--- src/rtl/sdram_pkg.sv ---
// sdram_pkg: shared definitions for the SDRAM burst engine.
//   - SDRAM command encodings {cs_n, ras_n, cas_n, we_n}
//   - engine FSM state type
//   - word-address field layout {bank, row, col}
//   - helper building the READ/WRITE address word (column + auto-precharge bit)
package sdram_pkg;

  typedef enum logic [3:0] {
    CMD_NOP   = 4'b0111,
    CMD_ACT   = 4'b0011,
    CMD_READ  = 4'b0101,
    CMD_WRITE = 4'b0100,
    CMD_PRE   = 4'b0010,
    CMD_AREF  = 4'b0001
  } sdram_cmd_e;

  typedef enum logic [2:0] {
    ST_IDLE,
    ST_REF,
    ST_REF_WAIT,
    ST_ACT,
    ST_RCD_WAIT,
    ST_WR_BURST,
    ST_RD_BURST,
    ST_PRE_WAIT
  } state_e;

  localparam int unsigned DATA_W = 16;
  localparam int unsigned ADDR_W = 22;
  localparam int unsigned BANK_W = 2;
  localparam int unsigned ROW_W  = 12;
  localparam int unsigned COL_W  = 8;

  // Column in A[7:0], A10 set so the burst closes its row by auto-precharge.
  function automatic logic [ROW_W-1:0] rw_addr(input logic [COL_W-1:0] col);
    return {1'b0, 1'b1, 2'b00, col};
  endfunction

endpackage

--- src/rtl/sdram_burst_engine_if.sv ---
// sdram_burst_engine_if: FIFO handshake and SDRAM bus signals of the burst engine.
//   slave  modport: the engine (responds to FIFO requests, drives the SDRAM bus)
//   master modport: the FIFO controller / pad side
//   FIFO side : init_done, sdram_wr_req/ack, sys_data_in, sdram_rd_req/ack,
//               sys_data_out, syswr_done, busy
//   SDRAM side: sdram_cmd, sdram_ba, sdram_addr, sdram_dq_out, sdram_dq_oe, sdram_dq_in
interface sdram_burst_engine_if;
  import sdram_pkg::*;

  logic              init_done;
  logic              sdram_wr_req;
  logic              sdram_wr_ack;
  logic [DATA_W-1:0] sys_data_in;
  logic              sdram_rd_req;
  logic              sdram_rd_ack;
  logic [DATA_W-1:0] sys_data_out;
  logic              syswr_done;
  logic [3:0]        sdram_cmd;
  logic [BANK_W-1:0] sdram_ba;
  logic [ROW_W-1:0]  sdram_addr;
  logic [DATA_W-1:0] sdram_dq_out;
  logic              sdram_dq_oe;
  logic [DATA_W-1:0] sdram_dq_in;
  logic              busy;

  modport slave (
    input  init_done, sdram_wr_req, sys_data_in, sdram_rd_req, sdram_dq_in,
    output sdram_wr_ack, sdram_rd_ack, sys_data_out, syswr_done, sdram_cmd,
           sdram_ba, sdram_addr, sdram_dq_out, sdram_dq_oe, busy
  );

  modport master (
    output init_done, sdram_wr_req, sys_data_in, sdram_rd_req, sdram_dq_in,
    input  sdram_wr_ack, sdram_rd_ack, sys_data_out, syswr_done, sdram_cmd,
           sdram_ba, sdram_addr, sdram_dq_out, sdram_dq_oe, busy
  );

endinterface

--- src/rtl/sdram_ref_timer.sv ---
// sdram_ref_timer: free-running refresh interval counter.
//   clk_100m      : system clock
//   rst_n         : synchronous reset, active-low
//   ref_clr_i     : AREF being issued this cycle
//   ref_pending_o : a refresh is owed; only one can be outstanding
module sdram_ref_timer #(
  parameter int unsigned REF_PERIOD = 1560
) (
  input  logic clk_100m,
  input  logic rst_n,
  input  logic ref_clr_i,
  output logic ref_pending_o
);

  localparam int unsigned CW = $clog2(REF_PERIOD);
  localparam logic [CW-1:0] LAST = CW'(REF_PERIOD - 1);

  logic [CW-1:0] cnt_q, cnt_d;
  logic          pend_q, pend_d;
  logic          expire;

  always_comb begin
    expire = (cnt_q == LAST);
    cnt_d  = expire ? '0 : cnt_q + 1'b1;
    pend_d = pend_q;
    if (ref_clr_i) pend_d = 1'b0;
    // A fresh expiry owes a new refresh even if one is being issued now.
    if (expire)    pend_d = 1'b1;
  end

  always_ff @(posedge clk_100m) begin
    if (!rst_n) begin
      cnt_q  <= '0;
      pend_q <= 1'b0;
    end else begin
      cnt_q  <= cnt_d;
      pend_q <= pend_d;
    end
  end

  assign ref_pending_o = pend_q;

endmodule

--- src/rtl/sdram_burst_engine.sv ---
// sdram_burst_engine: responder for the FIFO burst handshake; sequences
// ACTIVE -> WRITE/READ (auto-precharge) and AUTO REFRESH on the SDRAM bus.
//   clk_100m : system clock
//   rst_n    : synchronous reset, active-low
//   bus      : sdram_burst_engine_if.slave (FIFO handshake + SDRAM bus)
// Owns the write/read word-address counters; syswr_done is sticky once the
// write region is full. T_RCD and T_RFC are assumed to be at least 2.
module sdram_burst_engine
  import sdram_pkg::*;
#(
  parameter int unsigned BURST_LEN  = 8,
  parameter int unsigned CAS_LAT    = 2,
  parameter int unsigned T_RCD      = 2,
  parameter int unsigned T_RP       = 2,
  parameter int unsigned T_WR       = 2,
  parameter int unsigned T_RFC      = 7,
  parameter int unsigned REF_PERIOD = 1560,
  parameter int unsigned WR_LIMIT   = 1024
) (
  input  logic                clk_100m,
  input  logic                rst_n,
  sdram_burst_engine_if.slave bus
);

  localparam int unsigned CNT_W =
    $clog2(CAS_LAT + BURST_LEN + T_WR + T_RP + T_RFC + T_RCD + 2);

  localparam logic [CNT_W-1:0] RCD_LAST    = CNT_W'(T_RCD - 2);
  localparam logic [CNT_W-1:0] RFC_LAST    = CNT_W'(T_RFC - 2);
  localparam logic [CNT_W-1:0] WR_LAST     = CNT_W'(BURST_LEN - 1);
  localparam logic [CNT_W-1:0] RD_LAST     = CNT_W'(CAS_LAT + BURST_LEN);
  localparam logic [CNT_W-1:0] RD_ACK_1ST  = CNT_W'(CAS_LAT + 1);
  localparam logic [CNT_W-1:0] PRE_WR_LAST = CNT_W'(T_WR + T_RP - 1);
  localparam logic [CNT_W-1:0] PRE_RD_LAST = CNT_W'(T_RP - 1);
  localparam logic [ADDR_W-1:0] BL_A  = ADDR_W'(BURST_LEN);
  localparam logic [ADDR_W-1:0] LIM_A = ADDR_W'(WR_LIMIT);

  state_e            state_q, state_d;
  logic [CNT_W-1:0]  cnt_q, cnt_d;
  logic              is_wr_q, is_wr_d;
  logic [ADDR_W-1:0] wr_addr_q, wr_addr_d;
  logic [ADDR_W-1:0] rd_addr_q, rd_addr_d;
  logic              done_q, done_d;
  logic [DATA_W-1:0] rdata_q;

  logic              ref_pending;
  logic [ADDR_W-1:0] addr_sel;
  sdram_cmd_e        cmd;
  logic [BANK_W-1:0] ba;
  logic [ROW_W-1:0]  addr;
  logic              wr_ack, rd_ack, dq_oe;

  sdram_ref_timer #(.REF_PERIOD(REF_PERIOD)) u_ref_timer (
    .clk_100m      (clk_100m),
    .rst_n         (rst_n),
    .ref_clr_i     (state_q == ST_REF),
    .ref_pending_o (ref_pending)
  );

  always_comb begin
    // Counters only move at burst end, so they address the whole transaction.
    addr_sel  = is_wr_q ? wr_addr_q : rd_addr_q;
    state_d   = state_q;
    cnt_d     = cnt_q + 1'b1;
    is_wr_d   = is_wr_q;
    wr_addr_d = wr_addr_q;
    rd_addr_d = rd_addr_q;
    done_d    = done_q;
    cmd       = CMD_NOP;
    ba        = '0;
    addr      = '0;
    wr_ack    = 1'b0;
    rd_ack    = 1'b0;
    dq_oe     = 1'b0;

    unique case (state_q)
      ST_IDLE: begin
        cnt_d = '0;
        if (bus.init_done) begin
          if (ref_pending) begin
            state_d = ST_REF;
          end else if (bus.sdram_wr_req && !done_q) begin
            state_d = ST_ACT;
            is_wr_d = 1'b1;
          end else if (bus.sdram_rd_req) begin
            state_d = ST_ACT;
            is_wr_d = 1'b0;
          end
        end
      end
      ST_REF: begin
        cmd     = CMD_AREF;
        cnt_d   = '0;
        state_d = ST_REF_WAIT;
      end
      ST_REF_WAIT: begin
        if (cnt_q == RFC_LAST) state_d = ST_IDLE;
      end
      ST_ACT: begin
        cmd     = CMD_ACT;
        ba      = addr_sel[ADDR_W-1 -: BANK_W];
        addr    = addr_sel[COL_W +: ROW_W];
        cnt_d   = '0;
        state_d = ST_RCD_WAIT;
      end
      ST_RCD_WAIT: begin
        if (cnt_q == RCD_LAST) begin
          // FIFO q lags its read strobe by one cycle, so the first ack leads WRITE.
          wr_ack  = is_wr_q;
          cnt_d   = '0;
          state_d = is_wr_q ? ST_WR_BURST : ST_RD_BURST;
        end
      end
      ST_WR_BURST: begin
        dq_oe  = 1'b1;
        wr_ack = (cnt_q != WR_LAST);
        if (cnt_q == '0) begin
          cmd  = CMD_WRITE;
          ba   = addr_sel[ADDR_W-1 -: BANK_W];
          addr = rw_addr(addr_sel[COL_W-1:0]);
        end
        if (cnt_q == WR_LAST) begin
          cnt_d   = '0;
          state_d = ST_PRE_WAIT;
          if (wr_addr_q + BL_A >= LIM_A) begin
            wr_addr_d = LIM_A;
            done_d    = 1'b1;
          end else begin
            wr_addr_d = wr_addr_q + BL_A;
          end
        end
      end
      ST_RD_BURST: begin
        // Read data lands CAS_LAT after READ and is registered once more.
        rd_ack = (cnt_q >= RD_ACK_1ST);
        if (cnt_q == '0) begin
          cmd  = CMD_READ;
          ba   = addr_sel[ADDR_W-1 -: BANK_W];
          addr = rw_addr(addr_sel[COL_W-1:0]);
        end
        if (cnt_q == RD_LAST) begin
          cnt_d     = '0;
          state_d   = ST_PRE_WAIT;
          rd_addr_d = (rd_addr_q + BL_A >= LIM_A) ? '0 : rd_addr_q + BL_A;
        end
      end
      ST_PRE_WAIT: begin
        if (cnt_q == (is_wr_q ? PRE_WR_LAST : PRE_RD_LAST)) state_d = ST_IDLE;
      end
      default: state_d = ST_IDLE;
    endcase
  end

  always_ff @(posedge clk_100m) begin
    if (!rst_n) begin
      state_q   <= ST_IDLE;
      cnt_q     <= '0;
      is_wr_q   <= 1'b0;
      wr_addr_q <= '0;
      rd_addr_q <= '0;
      done_q    <= 1'b0;
      rdata_q   <= '0;
    end else begin
      state_q   <= state_d;
      cnt_q     <= cnt_d;
      is_wr_q   <= is_wr_d;
      wr_addr_q <= wr_addr_d;
      rd_addr_q <= rd_addr_d;
      done_q    <= done_d;
      rdata_q   <= bus.sdram_dq_in;
    end
  end

  assign bus.sdram_cmd    = cmd;
  assign bus.sdram_ba     = ba;
  assign bus.sdram_addr   = addr;
  assign bus.sdram_wr_ack = wr_ack;
  assign bus.sdram_rd_ack = rd_ack;
  assign bus.sdram_dq_oe  = dq_oe;
  assign bus.sdram_dq_out = dq_oe ? bus.sys_data_in : '0;
  assign bus.sys_data_out = rdata_q;
  assign bus.syswr_done   = done_q;
  assign bus.busy         = (state_q != ST_IDLE);

endmodule

--- src/flat_wrapper.sv ---
// flat-port wrapper written by rule: the top's interface ports become plain ports
module sdram_burst_engine_flat import sdram_pkg::*;
#(
  parameter int unsigned BURST_LEN  = 8,
  parameter int unsigned CAS_LAT    = 2,
  parameter int unsigned T_RCD      = 2,
  parameter int unsigned T_RP       = 2,
  parameter int unsigned T_WR       = 2,
  parameter int unsigned T_RFC      = 7,
  parameter int unsigned REF_PERIOD = 1560,
  parameter int unsigned WR_LIMIT   = 1024
)
  (clk_100m, rst_n, bus_init_done, bus_sdram_wr_req, bus_sys_data_in, bus_sdram_rd_req, bus_sdram_dq_in, bus_sdram_wr_ack, bus_sdram_rd_ack, bus_sys_data_out, bus_syswr_done, bus_sdram_cmd, bus_sdram_ba, bus_sdram_addr, bus_sdram_dq_out, bus_sdram_dq_oe, bus_busy);
  sdram_burst_engine_if bus_i ();
  input  logic clk_100m;
  input  logic rst_n;
  input wire logic [$bits(bus_i.init_done)-1:0] bus_init_done;
  input wire logic [$bits(bus_i.sdram_wr_req)-1:0] bus_sdram_wr_req;
  input wire logic [$bits(bus_i.sys_data_in)-1:0] bus_sys_data_in;
  input wire logic [$bits(bus_i.sdram_rd_req)-1:0] bus_sdram_rd_req;
  input wire logic [$bits(bus_i.sdram_dq_in)-1:0] bus_sdram_dq_in;
  output wire logic [$bits(bus_i.sdram_wr_ack)-1:0] bus_sdram_wr_ack;
  output wire logic [$bits(bus_i.sdram_rd_ack)-1:0] bus_sdram_rd_ack;
  output wire logic [$bits(bus_i.sys_data_out)-1:0] bus_sys_data_out;
  output wire logic [$bits(bus_i.syswr_done)-1:0] bus_syswr_done;
  output wire logic [$bits(bus_i.sdram_cmd)-1:0] bus_sdram_cmd;
  output wire logic [$bits(bus_i.sdram_ba)-1:0] bus_sdram_ba;
  output wire logic [$bits(bus_i.sdram_addr)-1:0] bus_sdram_addr;
  output wire logic [$bits(bus_i.sdram_dq_out)-1:0] bus_sdram_dq_out;
  output wire logic [$bits(bus_i.sdram_dq_oe)-1:0] bus_sdram_dq_oe;
  output wire logic [$bits(bus_i.busy)-1:0] bus_busy;
  assign bus_i.init_done = bus_init_done;
  assign bus_i.sdram_wr_req = bus_sdram_wr_req;
  assign bus_i.sys_data_in = bus_sys_data_in;
  assign bus_i.sdram_rd_req = bus_sdram_rd_req;
  assign bus_i.sdram_dq_in = bus_sdram_dq_in;
  assign bus_sdram_wr_ack = bus_i.sdram_wr_ack;
  assign bus_sdram_rd_ack = bus_i.sdram_rd_ack;
  assign bus_sys_data_out = bus_i.sys_data_out;
  assign bus_syswr_done = bus_i.syswr_done;
  assign bus_sdram_cmd = bus_i.sdram_cmd;
  assign bus_sdram_ba = bus_i.sdram_ba;
  assign bus_sdram_addr = bus_i.sdram_addr;
  assign bus_sdram_dq_out = bus_i.sdram_dq_out;
  assign bus_sdram_dq_oe = bus_i.sdram_dq_oe;
  assign bus_busy = bus_i.busy;
  sdram_burst_engine #(.BURST_LEN(BURST_LEN), .CAS_LAT(CAS_LAT), .T_RCD(T_RCD), .T_RP(T_RP), .T_WR(T_WR), .T_RFC(T_RFC), .REF_PERIOD(REF_PERIOD), .WR_LIMIT(WR_LIMIT)) u_core (.clk_100m(clk_100m), .rst_n(rst_n), .bus(bus_i));
endmodule
--- config.mk ---
export PLATFORM = sky130hd
export DESIGN_NAME = sdram_burst_engine_flat
export DESIGN_NICKNAME = d
export VERILOG_FILES = /design/src/rtl/sdram_pkg.sv /design/src/rtl/sdram_burst_engine_if.sv /design/src/rtl/sdram_ref_timer.sv /design/src/rtl/sdram_burst_engine.sv /design/src/flat_wrapper.sv
export SDC_FILE = /design/constraint.sdc
export NUM_CORES = 1
export LEC_CHECK = 0
export CORE_MARGIN = 4
export CORE_UTILIZATION = 46
export CTS_CLUSTER_SIZE = 10
export DETAILED_ROUTE_END_ITERATION = 8
export PLACE_DENSITY = 0.76
export SLEW_MARGIN = 20
export SYNTH_ARGS = -nofsm -noshare
export SYNTH_HDL_FRONTEND = slang
export SYNTH_HIERARCHICAL = 1
export SYNTH_SLANG_ARGS = --single-unit
export TNS_END_PERCENT = 50
--- constraint.sdc ---
create_clock -name clk_100m -period 2.5 [get_ports clk_100m]
set_input_delay 0.375 -clock clk_100m [delete_from_list [all_inputs] [get_ports clk_100m]]
set_output_delay 0.375 -clock clk_100m [all_outputs]
set_load 0.03 [all_outputs]
==> metrics.md <==
| Metric | Value |
|---|---|
| Outcome | finished, final reports clean |
| Post-DP Area | 5000 um^2 |
| Critical Path End Type | register |
| Worst vdd ir | 0.000278 V |
| Worst Path Arrival | 2680 ps |
| Ys async rst share | 0% |
| Count of cell types in the netlist | 54 |
| Detail Placement HPWL | 7730 um |
| Vias in the first global route | 3,624 |
| Via count | 3,880 |
| Hold Buf Count CTS | 0 |
| Clock Sinks | 76 |
| First-pass GRT wire length | 16,700 um |
| Crit start category | register |
| Number of DRC markers in iteration 0 | 280 |
| Seq/Total Area, Yosys | 37.6% |
| Clock Path Buffers | 2 |
| Drt total wl | 10,800 um |
| Power per cell area | 539 nW/um^2 |
| IO Port Bufs | 90 |
| Worst EP required | 2760 ps |
| # DRC | 0 |
| TritonCTS clock tree | yes |
| Clock skew | 5.70 ps |
| Worst Tran Pin Value | 696 ps |
| Ports | 92 |
| Placed cells | 671 |
| Power consumption | 2.84 mW |
| Per-cell routed wire length | 15.7 um |
| Seq cells post-synth | 76 |
| LEAKAGE | 2.02 nW |
| CTS root buffer | clkbuf_8 |
| Final Cell Area | 5280 um^2 |
| Setup violations, final | 0 |
| Cell count after synthesis | 492 |
| Share of layout cells above drive strength 1 | 16.8% |
| Nets@finish | 622 |
| Net Count, Synth | 536 |
| Post-route clock period utilization | 96.9% |
| Antenna Violating Nets Remaining | 0 |
| Max Clk Rate | 0.413 GHz |
| DRT Pass-1 Iters | 5 |
| Final hold vios | 0 |
| GRT overflow | 0 |
| Slew Viols, Final | 0 |
| Rows | 33 |
| Main synth FF type | dfxtp_1 |
| Critical path type | reg2reg |
| Worst R2R Setup Slack | 80 ps |
| Vias per cell | 5.64 |
| GR Util All Layers | 20.0% |
| Inserted Clock Buffers | 9 |
| Max-cap violations | 0 |
| Initial antenna violation count | 0 |
| Final cell count without fillers | 688 |
| Worst-path clk slew | 80 ps |
| Slew HR | 53.6% |
| Most frequent cells in the layout | dfxtp_1 (65), clkdlybuf4s50_1 (56), nand2_1 (50) |
| Worst skew pair latency | 350 ps |
| H-tree depth | 3 |
| CP max FO | 7 |
| Commonest non-fill, non-tap cell in the layout | dfxtp_1 |
| Ant diodes | 0 |
| Netlist Area Pre-Place | 4050 um^2 |
| Area grow syn2layout | 30.4% |
| Die area | 10,400 um^2 |
| EDFF count, synth | 0 |
| Die H | 102 um |
| Minimum clock period | 2420 ps |
| Die Wd | 102 um |
| Routability cong. | 0.913 |
| Warnings from Yosys | 6 |
| Worst min-delay path category | reg2reg |
| Largest net degree at the start of global routing | 48 |
| Avg Cell Area, Syn | 8.23 um^2 |
| Initial Utilization | 48.3% |
| Core Area | 8380 um^2 |
| Fillers | 748 |
-- logic make-up after synthesis --
kind of cell | synth area share (%)
simple gates | 32.6
flops | 37.6
xor+xnor | 3.46
compound gates | 12.1
buf+inv | 5.47
fa+ha+maj | 2.16
mux | 6.43
other cells | 0.0926
-- what timing repair did --
item,in CTS,in global routing
resized for setup,9,22
pin swaps,0,3
gates cloned,0,1
buffers inserted,0,0
setup endpoints to repair,15,22
-- flip-flops by register name, indices dropped and copies added (netlist names) --
register and count:
u_core/u_ref_timer/ref_pending_o 1, u_core/rd_addr_q 19, u_core/bus.sys_data_out 16, u_core/cnt_q 5, u_core/state_q 3, u_core/wr_addr_q 19, u_core/bus.syswr_done 1, u_core/is_wr_q 1
u_core/u_ref_timer/cnt_q 11
-- cells in the mapped netlist (all sizes together) (4+ instances only) --
library cell,instances,share of area (%)
a21oi,16,2.0
a31oi,13,2.0
and2,36,5.6
and3,21,3.2
buf,13,2.0
clkbuf,21,1.9
dfxtp,76,38
ha,7,2.2
inv,15,1.4
mux2i,26,6.4
nand2,50,4.6
nand3,34,4.5
nand4,13,2.3
nor2,28,2.6
nor2b,4,0.62
nor3,21,2.6
nor4,10,2.1
o21ai,17,2.1
o22ai,5,0.77
o31ai,6,1.2
or2,11,1.7
or3,5,0.77
xnor2,9,1.9
xor2,7,1.5
-- where the power goes --
part	switching, mW	total, mW	leakage [nW]	internal, mW
Clock	0.443	0.931	0.100	0.488
Combinational	0.336	0.586	1.30	0.250
Sequential	0.0623	1.33	0.625	1.26
Total	0.841	2.84	2.02	2.00
-- routing by layer --
metal  GRT usage, %  routed length, um  up-vias
met5              0                  0        -
met1           25.2               4710     1822
met2           33.9               5320      132
met3           5.51                648       17
li1               -                  -     1909
met4           5.32                109        0
-- path summary, 6_finish.rpt --
kind                               start                           to  cells past startpoint
max reg2reg          u_core/wr_addr_q[3]          u_core/wr_addr_q[7]                      9
min reg2reg  u_core/u_ref_timer/cnt_q[0]  u_core/u_ref_timer/cnt_q[0]                      1
min          u_core/u_ref_timer/cnt_q[0]  u_core/u_ref_timer/cnt_q[0]                      1
max                  u_core/wr_addr_q[3]          u_core/wr_addr_q[7]                      9
-- worst max-delay path, cell delays in order (launching register included) --
cell and delay (ps):
dfxtp_1 350, ha_2 230, nand3_4 130, or2_1 300, o41ai_1 420, nand4_1 210, a211oi_4 260, buf_4 190
nand3_1 80, a31oi_1 160
-- cell type report --
type,count,area [um^2],share of cell area (%)
clock buffers,12,145,2.75
clock inverters,4,48.8,0.925
inverters,16,60.1,1.14
multi-input cells,366,2360,44.7
flip-flops and latches,76,1540,29.1
well taps,105,131,2.49
repair buffers,109,997,18.9
-- through the flow --
stage	utilization (%)	hold slack (ps)	setup WS, ps	setup TNS, ps
3_3_place_gp	59.7	427	140	0
3_5_place_dp	59.7	447	32.1	0
4_1_cts	62.0	459	6.05	0
5_1_grt	63.0	488	-4.26	-4.26
2_1_floorplan	-	418	101	0
6_report	63.0	461	78.5	0
No activity file was read; power rests on OpenSTA's default activity.
